[src/rtl/tpu_sequencer.sv]
// Operation sequencer for the tiny TPU: clear, serial load, init, compute, capture, serial readout.
// Moore outputs decoded from registered state; abort or rst returns to IDLE with counter and shift register cleared.
module tpu_sequencer #(
  parameter int D_W      = 8,
  parameter int N        = 2,
  parameter int ACC_W    = 16,
  parameter int COMP_CYC = 6
) (
  input  logic                 clk,
  input  logic                 rst,
  input  logic                 start,
  input  logic                 abort,
  input  logic [N*N*ACC_W-1:0] res_flat,
  output logic                 acc_clr,
  output logic                 load_en,
  output logic                 init,
  output logic                 data_out,
  output logic                 data_valid,
  output logic                 busy,
  output logic                 done
);

  localparam int L     = N * N * D_W;
  localparam int R     = N * N * ACC_W;
  localparam int MAX_A = (L > COMP_CYC) ? L : COMP_CYC;
  localparam int MAXC  = (MAX_A > R) ? MAX_A : R;
  localparam int CW    = $clog2(MAXC + 1);

  localparam logic [CW-1:0] L_LD = CW'(L - 1);
  localparam logic [CW-1:0] C_LD = CW'(COMP_CYC - 1);
  localparam logic [CW-1:0] R_LD = CW'(R - 1);

  typedef enum logic [3:0] {
    S_IDLE, S_CLEAR, S_LOAD, S_GAP, S_INIT, S_COMPUTE, S_CAPTURE, S_SHIFT, S_DONE
  } state_t;

  state_t          state, state_nx;
  logic [CW-1:0]   cnt;
  logic [R-1:0]    shreg;
  logic            cnt_zero;

  assign cnt_zero = (cnt == '0);

  always_ff @(posedge clk) begin
    if (rst) state <= S_IDLE;
    else     state <= state_nx;
  end

  always_comb begin
    state_nx = state;
    case (state)
      S_IDLE:    if (start && !abort) state_nx = S_CLEAR;
      S_CLEAR:   state_nx = S_LOAD;
      S_LOAD:    if (cnt_zero) state_nx = S_GAP;
      S_GAP:     state_nx = S_INIT;
      S_INIT:    state_nx = S_COMPUTE;
      S_COMPUTE: if (cnt_zero) state_nx = S_CAPTURE;
      S_CAPTURE: state_nx = S_SHIFT;
      S_SHIFT:   if (cnt_zero) state_nx = S_DONE;
      S_DONE:    state_nx = S_IDLE;
      default:   state_nx = S_IDLE;
    endcase
    if (abort) state_nx = S_IDLE;
  end

  // The counter is reloaded on the cycle before each timed phase, so it hits zero on that phase's last cycle.
  always_ff @(posedge clk) begin
    if (rst || (abort && state != S_IDLE)) begin
      cnt   <= '0;
      shreg <= '0;
    end else begin
      case (state)
        S_CLEAR:   cnt <= L_LD;
        S_INIT:    cnt <= C_LD;
        S_CAPTURE: cnt <= R_LD;
        default:   if (!cnt_zero) cnt <= cnt - CW'(1);
      endcase
      if (state == S_CAPTURE)    shreg <= res_flat;
      else if (state == S_SHIFT) shreg <= {1'b0, shreg[R-1:1]};
    end
  end

  assign acc_clr    = (state == S_CLEAR);
  assign load_en    = (state == S_LOAD);
  assign init       = (state == S_INIT);
  assign data_valid = (state == S_SHIFT);
  assign data_out   = (state == S_SHIFT) && shreg[0];
  assign busy       = (state != S_IDLE);
  assign done       = (state == S_DONE);

endmodule

[config.mk]
export PLATFORM = sky130hd
export DESIGN_NAME = tpu_sequencer
export DESIGN_NICKNAME = d
export VERILOG_FILES = /design/src/rtl/tpu_sequencer.sv
export SDC_FILE = /design/constraint.sdc
export NUM_CORES = 1
export LEC_CHECK = 0
export BUFFER_PORTS_ARGS = -buffer_cell sky130_fd_sc_hd__buf_2
export CORE_UTILIZATION = 58
export DETAILED_ROUTE_END_ITERATION = 10
export PLACE_DENSITY = 0.84
export RECOVER_POWER = 50
export SLEW_MARGIN = 10
export SYNTH_ARGS = -nofsm -noshare
export SYNTH_HDL_FRONTEND = slang
export SYNTH_SLANG_ARGS = --single-unit
[constraint.sdc]
create_clock -name clk -period 4.8 [get_ports clk]
set_input_delay 0.24 -clock clk [delete_from_list [all_inputs] [get_ports clk]]
set_output_delay 0.24 -clock clk [all_outputs]
set_load 0.01 [all_outputs]
* After elaboration in Yosys (flattened, before gate mapping) *
Index checks and enable logic that the tools add are counted.

word-level totals
  register bits = 75
  bits of input ports = 68
  output and inout bits = 7
  word-level logic and storage cells = 37

cells by class
  add/subtract/negate cells = 1
  equal/unequal tests = 13
  mux-type cells = 9
  reduce and logical (&&, ||, !) cells = 11

operators with widths
  cell                                                  number
  2-to-1 mux 64 bit                                     2
  one-hot mux 4 bit (8 select lines)                    1
  one-hot mux 7 bit (3 select lines)                    1
  equality test 4 x 3 -> 1 bit (second input constant)  4
  2-to-1 mux 4 bit                                      4
  equality test 4 x 2 -> 1 bit (second input constant)  2
  zero test 7 bit                                       1
  2-to-1 mux 7 bit                                      1
  subtractor 7 x 1 -> 7 bit (second input constant)     1
  equality test 4 x 1 -> 1 bit (second input constant)  1
  equality test 4 bit (second input constant)           1
  zero test 4 bit                                       1
  != test 2 x 1 -> 1 bit (second input constant)        2
  != test 2 bit (second input constant)                 2
  != test 4 x 3 -> 1 bit (second input constant)        1
  AND reduction 4 bit                                   1
  nonzero test 4 bit                                    1
  logical AND 1 bit                                     3
  nonzero test 2 bit                                    1
  OR reduction 2 bit                                    1
  zero test 1 bit                                       1
  logical OR 1 bit                                      1

* Logic depth before layout (Yosys ltp) *
Gate-level depths: netlist of run 1.

  word-level depth = 4
  gate-level depth with buffers = 7
  depth with buffers taken out = 6

* Worst setup path after synthesis of run 1 *
OpenSTA, ideal clock, no wires.

  kind = register -> register
  start point = register state[0]
  end point = register shreg[21]
  library setup time = 79 ps
  data arrival time = 1571 ps
  required time = 4721 ps
  setup slack = 3150 ps
  stages on the path, launching flop included = 7
  clock period less this slack = 1650 ps
  cell sequence = dfxtp_1 buf_4 or4_4 a21o_1 buf_6 buf_6 a211oi_2

on the way
  word-level cells in the longest chain between the ends = 3

RTL lines
  what                    line  source
  from (decl)             37    state_t state, state_nx;
  from (signal assigned)  46    else state <= state_nx;
  nonzero test 4 bit      n/a
  net busy                19    output logic busy,
  logical AND 1 bit       68    if (rst || (abort && state != S_IDLE)) begin
  logical OR 1 bit        68
  to (signal assigned)    78    if (state == S_CAPTURE) shreg <= res_flat;
  to (signal assigned)    79    else if (state == S_SHIFT) shreg <= {1'b0, shreg[R-1:1]};
  to (decl)               39    logic [R-1:0] shreg;

The timed path passes the listed nets, and every way through them passes these cells.
A chain may end at the register's enable or synchronous reset.

* Worst setup path after layout of run 1 *
  start point = register state[1]
  end point = register shreg[36]

on the way
  word-level cells in the longest chain between the ends = 3

RTL lines
  what                line
  nonzero test 4 bit  68
  logical AND 1 bit   68
  logical OR 1 bit    68

Parallel ways exist; a longest one is shown, timed or not.

==> impl_metrics.json, run 1 <==
{
  "status": "complete, but fails checks",
  "violations": "max-capacitance violations, max-slew violations",
  "grt_max_degree": 128,
  "synth_nets": 434,
  "finalNonFillerCells": 502,
  "vias_per_cell": 5.63,
  "setup_violations": 0,
  "synth_top_family_by_area": "compound AO/OA/AOI/OAI gates",
  "fmax_mhz": 292,
  "drt_iter0_markers": 146,
  "drv_cap": 1,
  "via_count": 2825,
  "placed_cell_area_sq_um": 3870,
  "die_w_um": 80.1,
  "arrival_ps": 3680,
  "setup_ws_ps": 1370,
  "syn-instance-count": 364,
  "synth_compound_area_frac": 0.198,
  "h-tree-depth": 3,
  "syn_avg_cell_area_sq_um": 9.71,
  "gp_congestion": 0.862,
  "grt_first_pass_wirelength_um": 11600,
  "dp_cells": 485,
  "routedWlPerCell_um": 14.2,
  "coreArea_sq_um": 5890,
  "ys.flop_type": "dfxtp_1",
  "grt_use_total": 0.233,
  "hold_violations": 0,
  "syn2layout_area_growth_pct": 16.5,
  "holdPathStages": 2,
  "skew_ps": 8.79,
  "synth_cell_types": 39,
  "post_cts_resized": 0,
  "grt_setup_unrepaired": "no",
  "die_area_sq_um": 6410,
  "synth_area_sq_um": 3530,
  "cts.path.max_buffers": 2,
  "dp.final_hpwl_um": 4420,
  "critPathRequiredTime_ps": 5050,
  "synthXorXnorAreaFrac": 0.00744,
  "p_leak_nw": 1.38,
  "final_nets": 492,
  "cts_buffers": 9,
  "p_total_mw": 1.51,
  "reg2reg_depth": 6,
  "rrSetupSlack_ps": 1370,
  "synth_enable_flop_cells": 0,
  "critical_path_class": "reg -> reg",
  "irDropWorstVdd_v": 0.000328,
  "io_buffers": 74,
  "hp-start": "rst",
  "min_period_ps": 3430,
  "grt.overflow.total": 0,
  "cts_sinks": 75,
  "slew_violations": 59,
  "io_pins": 75,
  "drt_drc_violations_left": 0,
  "synth_simple_gate_area_frac": 0.135,
  "crit_fanout": 69,
  "yosys_warnings": 0,
  "num-fill-cells": 501,
  "clkTransAtPathRegs_ps": 80,
  "min_to": "state[3]",
  "final_area_sq_um": 4120,
  "insertion_delay_ps": 350,
  "cts_hold_buf": 0,
  "synth_seq_area_share": 0.425,
  "p_per_area_nw_per_um2": 367,
  "drive_gt1_frac": 0.265,
  "die_y_um": 80.1,
  "cts_setup_buffers": 0,
  "r2r-start": "state[1]",
  "dr.pass1.iters": 4,
  "tns_ps": 0,
  "worstMarginPinSlew_ps": 2420,
  "grt_pass1_vias": 2648,
  "async_flop_share": 0,
  "crit_path_start_kind": "flip-flop",
  "cts_tree": "yes",
  "hold_class": "in -> reg",
  "critPathCaptureType": "flip-flop",
  "fin_crit_sh": 0.714,
  "reg2reg_to": "shreg[36]",
  "rows": 28,
  "worstSetupStartpoint": "state[1]",
  "antenna_found_initial": 0,
  "synth_seq_cells": 75,
  "start_util": 0.600,
  "synthAdderAreaFrac": 0.00708,
  "n_antenna_cell": 0,
  "max_slew_margin": -0.610,
  "antenna_left": 0,
  "synth_mux_area_frac": 0.178,
  "wirelength_um": 7120,
  "dp_slack_ps": 2280,
  "root_buffer": "clkbuf_8"
}
[synth_stat cells, drive strengths merged (2+ instances only)]
master	n	area, sq um
dfxtp	75	1500
nor2	68	258
a211oi	66	581
mux2i	63	631
clkbuf	19	71.3
buf	12	87.6
a21oi	7	35.0
nor3	6	30.0
nand2b	5	31.3
nor4b	5	50.0
o21ai	4	20.0
inv	3	11.3
nor4	3	18.8
or4	3	26.3
ha	2	25.0
nand2	2	7.51
nand3	2	10.0
o21a	2	15.0
or3	2	12.5
xnor2	2	17.5
[layer usage]
| metal | global-route usage | share of wire | wire, um |
|---|---|---|---|
| met3 | 0.0602 | 0.044 | 316 |
| met1 | 0.297 | 0.47 | 3340 |
| met5 | 0 | 0 | 0 |
| met2 | 0.378 | 0.47 | 3370 |
| met4 | 0.0893 | 0.013 | 93 |
[logic make-up after synthesis]
kind of cell / after synthesis
AOI/OAI and AO/OA: 85
and+or+nand+nor: 101
adders and majority gates: 2
DFF: 75
xor gates and xnor gates: 3
muxes: 63
buffers and inverters: 35
[per-stage QoR]
stage | hold slack [ps] | util
after global placement | 452 | 0.658
after CTS | 100 | 0.696
final | 114 | 0.699
after detailed placement | 460 | 0.658
after global routing | 103 | 0.699
after floorplan | 317 | -
[critical path, stage by stage, from the launching register on]
cell      delay, ps
dfxtp_1         500
clkinv_1        290
nor2_4          150
clkbuf_1       1730
buf_16          340
nor2_1          110
a211oi_2        220
[worst max-delay path by stage]
stage	to	slack, ps
final	shreg[36]	1370
after global routing	shreg[16]	1020
after CTS	acc_clr	1960
after detailed placement	cnt[5]	2280
after global placement	cnt[6]	2320
after floorplan	shreg[21]	3150
[registers in the layout, summed over array words and instances (netlist names)]
register  cells
shreg        64
cnt           7
state         4
[cells in the final DEF (no fill, tap or decap), types with 3 or more instances in the layout]
cell type | Yosys | layout
a211oi_1 | 49 | 49
a211oi_2 | 17 | 17
a21oi_1 | 7 | 7
buf_2 | 7 | 72
clkbuf_1 | 19 | 3
clkbuf_8 | 0 | 10
dfxtp_1 | 75 | 74
inv_1 | 3 | 3
mux2i_1 | 63 | 63
nand2b_1 | 5 | 5
nor2_1 | 67 | 67
nor3_1 | 6 | 6
nor4_1 | 3 | 3
nor4b_1 | 4 | 4
o21ai_0 | 4 | 4
or4_1 | 2 | 3
[area by class of cell]
class                           instances  area, sq um  share of cell area
Clock buffer                           10          138              0.0334
Inverter                                4         15.0             0.00365
Timing Repair Buffer                   78          414               0.101
Multi-Input combinational cell        254         1860               0.452
Tap cell                               75         93.8              0.0228
Sequential cell                        75         1510               0.366
Clock inverter                          6         88.8              0.0216
[where the power goes]
part / switching (mW) / internal, mW / leakage (nW)
sequential: 0.0271 / 0.650 / 0.606
clock: 0.234 / 0.307 / 0.108
combinational: 0.154 / 0.138 / 0.665
total: 0.415 / 1.09 / 1.38
(Power assumes the default switching activity.)
==> run 2, diff against run 1 <==
--- a/config.mk
+++ b/config.mk
@@ -5,10 +5,11 @@
 export SDC_FILE = /design/constraint.sdc
 export NUM_CORES = 1
 export LEC_CHECK = 0
+export ABC_AREA = 1
 export BUFFER_PORTS_ARGS = -buffer_cell sky130_fd_sc_hd__buf_2
-export CORE_UTILIZATION = 58
+export CORE_UTILIZATION = 51
 export DETAILED_ROUTE_END_ITERATION = 10
-export PLACE_DENSITY = 0.84
+export PLACE_DENSITY = 0.77
 export RECOVER_POWER = 50
 export SLEW_MARGIN = 10
 export SYNTH_ARGS = -nofsm -noshare
==> constraint.sdc (replaced) <==
create_clock -name clk -period 2.8 [get_ports clk]
set_input_delay 0.14 -clock clk [delete_from_list [all_inputs] [get_ports clk]]
set_output_delay 0.14 -clock clk [all_outputs]
set_load 0.01 [all_outputs]
==> impl_metrics.json, run 2 <==
{
  "status": "finished clean",
  "grt_first_pass_wirelength_um": 16700,
  "p_comb_frac": 0.203,
  "arrival_ps": 2560,
  "grt_use_total": 0.236,
  "synth_simple_gate_area_frac": 0.403,
  "io_pins": 75,
  "drt_drc_violations_left": 0,
  "drive_gt1_frac": 0.138,
  "die_w_um": 93.4,
  "syn_avg_cell_area_sq_um": 5.80,
  "irDropWorstVdd_v": 0.000271,
  "synthXorXnorAreaFrac": 0.00206,
  "synth_enable_flop_cells": 0,
  "async_flop_share": 0,
  "holdPathStages": 5,
  "largest_reg_flops": 64,
  "grt.overflow.total": 0,
  "synth_top_cells_by_area": "nand2_1, dfxtp_1, o21ai_0",
  "critPathCaptureType": "flip-flop",
  "hold_violations": 0,
  "slew_violations": 0,
  "cts.path.max_buffers": 2,
  "synth_seq_area_share": 0.352,
  "synth_area_sq_um": 4260,
  "final_area_sq_um": 4770,
  "r2r-start": "state[2]",
  "cts_setup_buffers": 0,
  "synth_nets": 804,
  "max_slew_margin": 0.243,
  "final_nets": 853,
  "p_per_area_nw_per_um2": 534,
  "crit_buf_inv": 2,
  "drt_iter0_markers": 219,
  "internal-power_mw": 1.79,
  "rows": 32,
  "top_register": "shreg",
  "yosys-top-cells-count": "nand2_1, inv_1, dfxtp_1",
  "crit_path_start_kind": "flip-flop",
  "vias_per_cell": 4.84,
  "hp-start": "res_flat[63]",
  "pwr-share-seq": 0.451,
  "yosys_warnings": 0,
  "reg2reg_to": "shreg[56]",
  "n_antenna_cell": 0,
  "dp_cells": 874,
  "synth_compound_area_frac": 0.0960,
  "synthMostInstantiatedCell": "nand2_1",
  "rrSetupSlack_ps": 520,
  "p_leak_nw": 3.08,
  "min_to": "shreg[63]",
  "placed_cell_area_sq_um": 4570,
  "worstMarginPinSlew_ps": 1130,
  "root_buffer": "clkbuf_8",
  "wirelength_um": 9800,
  "p_sw_mw": 0.757,
  "synth_seq_cells": 75,
  "critical_path_class": "reg -> reg",
  "hold_class": "in -> reg",
  "reg_top3": "shreg x64, cnt x7, state x4",
  "io_buffers": 74,
  "fin_crit_sh": 0.813,
  "grt_max_degree": 57,
  "syn2layout_area_growth_pct": 12.0,
  "cts_hold_buf": 0,
  "antenna_left": 0,
  "synth.top_cell.area_share": 0.356,
  "critical_path.max_stage_delay_ps": 890,
  "min_period_ps": 2280,
  "crit_chain": "nor2_1 > nand2_2 > o21ai_1 > buf_12 > nand2_1 > inv_1",
  "antenna_found_initial": 0,
  "syn-instance-count": 734,
  "clkTransAtPathRegs_ps": 70,
  "die_y_um": 93.4,
  "clkPwrFrac": 0.346,
  "cp_top_family": "compound AO/OA/AOI/OAI gates",
  "tns_ps": 0,
  "routedWlPerCell_um": 11.0,
  "h-tree-depth": 3,
  "synthAdderAreaFrac": 0.00587,
  "coreArea_sq_um": 7890,
  "finalNonFillerCells": 890,
  "p_total_mw": 2.55,
  "synth_mux_area_frac": 0,
  "finish.utilization": 0.605,
  "critPathRequiredTime_ps": 3080,
  "yosysTopAreaCell": "nand2_1",
  "crit_fanout": 55,
  "via_count": 4311,
  "drv_cap": 0,
  "die_area_sq_um": 8720,
  "gp_congestion": 0.870,
  "fmax_mhz": 439,
  "swShare": 0.297,
  "grt_pass1_vias": 3937,
  "setup_violations": 0,
  "cts_tree": "yes",
  "cpMaxStageDelayCell": "o21ai_1",
  "synth_top_family_by_area": "simple AND/OR/NAND/NOR gates",
  "dr.pass1.iters": 7,
  "start_util": 0.540,
  "cts_sinks": 75,
  "skew_ps": 11.0,
  "mostFrequentLayoutCells": "nand2_1, inv_1, dfxtp_1, buf_2, o21ai_0",
  "mostFrequentLayoutCell": "nand2_1",
  "grt_setup_unrepaired": "no",
  "post_cts_resized": 0,
  "reg2reg_depth": 6,
  "ys.flop_type": "dfxtp_1",
  "cts_buffers": 9,
  "insertion_delay_ps": 340,
  "dp.final_hpwl_um": 6160,
  "synth_cell_types": 27
}
-- run 2: cell types whose count changed after synthesis, moves of 5 or more --
cell,change
a211oi_1,-49
inv_1,+83
mux2i_1,-63
nand2b_1,-5
a211oi_2,-17
buf_6,+6
nand3_1,+12
nand2_1,+402
buf_2,+9
clkbuf_1,-8
o21ai_0,+62
nor2_1,-51
-- run 2: cells by family after synthesis --
group,count (synthesis)
buf+inv,132
fa+ha+maj,2
flops,75
xor+xnor,1
compound gates,79
simple gates,445
-- run 2: tightest hold or removal path: cells and delay by family --
family / cells / cell delay [ps]
AND/OR/NAND/NOR: 3 / 140
buffers and inverters: 2 / 130
-- run 2: metrics by stage --
| step | hold slack (ps) | setup slack [ps] |
|---|---|---|
| final | 98.7 | 522 |
| after detailed placement | 433 | 986 |
| after global placement | 429 | 1020 |
| after global routing | 89.7 | 320 |
| after CTS | 71.8 | 610 |
| after floorplan | 311 | 1460 |
-- run 2: worst max path at each step --
stage	slack, ps	depth (start not counted)	endpoint	startpoint
floorplan	1460	8	cnt[1]	state[0]
global placement	1020	4	data_out	state[0]
detailed placement	990	9	state[1]	state[0]
CTS	610	4	data_out	state[0]
global route	320	6	shreg[16]	state[2]
finish	520	6	shreg[56]	state[2]
-- run 2: layer usage --
layer / vias up / part of all wire / global-route usage
met1: 1892 / 0.46 / 0.290
met3: 7 / 0.058 / 0.0415
met5: - / 0 / 0
li1: 2286 / - / -
met4: 0 / 0.0098 / 0.0679
met2: 126 / 0.47 / 0.419
-- run 2: power by group through the flow --
stage | Clock (mW) | Sequential, mW | Combinational [mW]
after global placement | 0 | 1.17 | 0.501
after global routing | 0.942 | 1.15 | 0.596
after detailed placement | 0 | 1.17 | 0.515
final | 0.883 | 1.15 | 0.517
after CTS | 0.897 | 1.15 | 0.518
after floorplan | 0 | 1.16 | 0.398
-- run 2: area by class of cell --
cell class	instances	area (sq um)
Fill cell	778	3110
Clock inverter	4	47.5
Sequential cell	75	1500
Tap cell	102	128
Timing Repair Buffer	81	435
Multi-Input combinational cell	527	2160
Inverter	89	334
Clock buffer	12	165
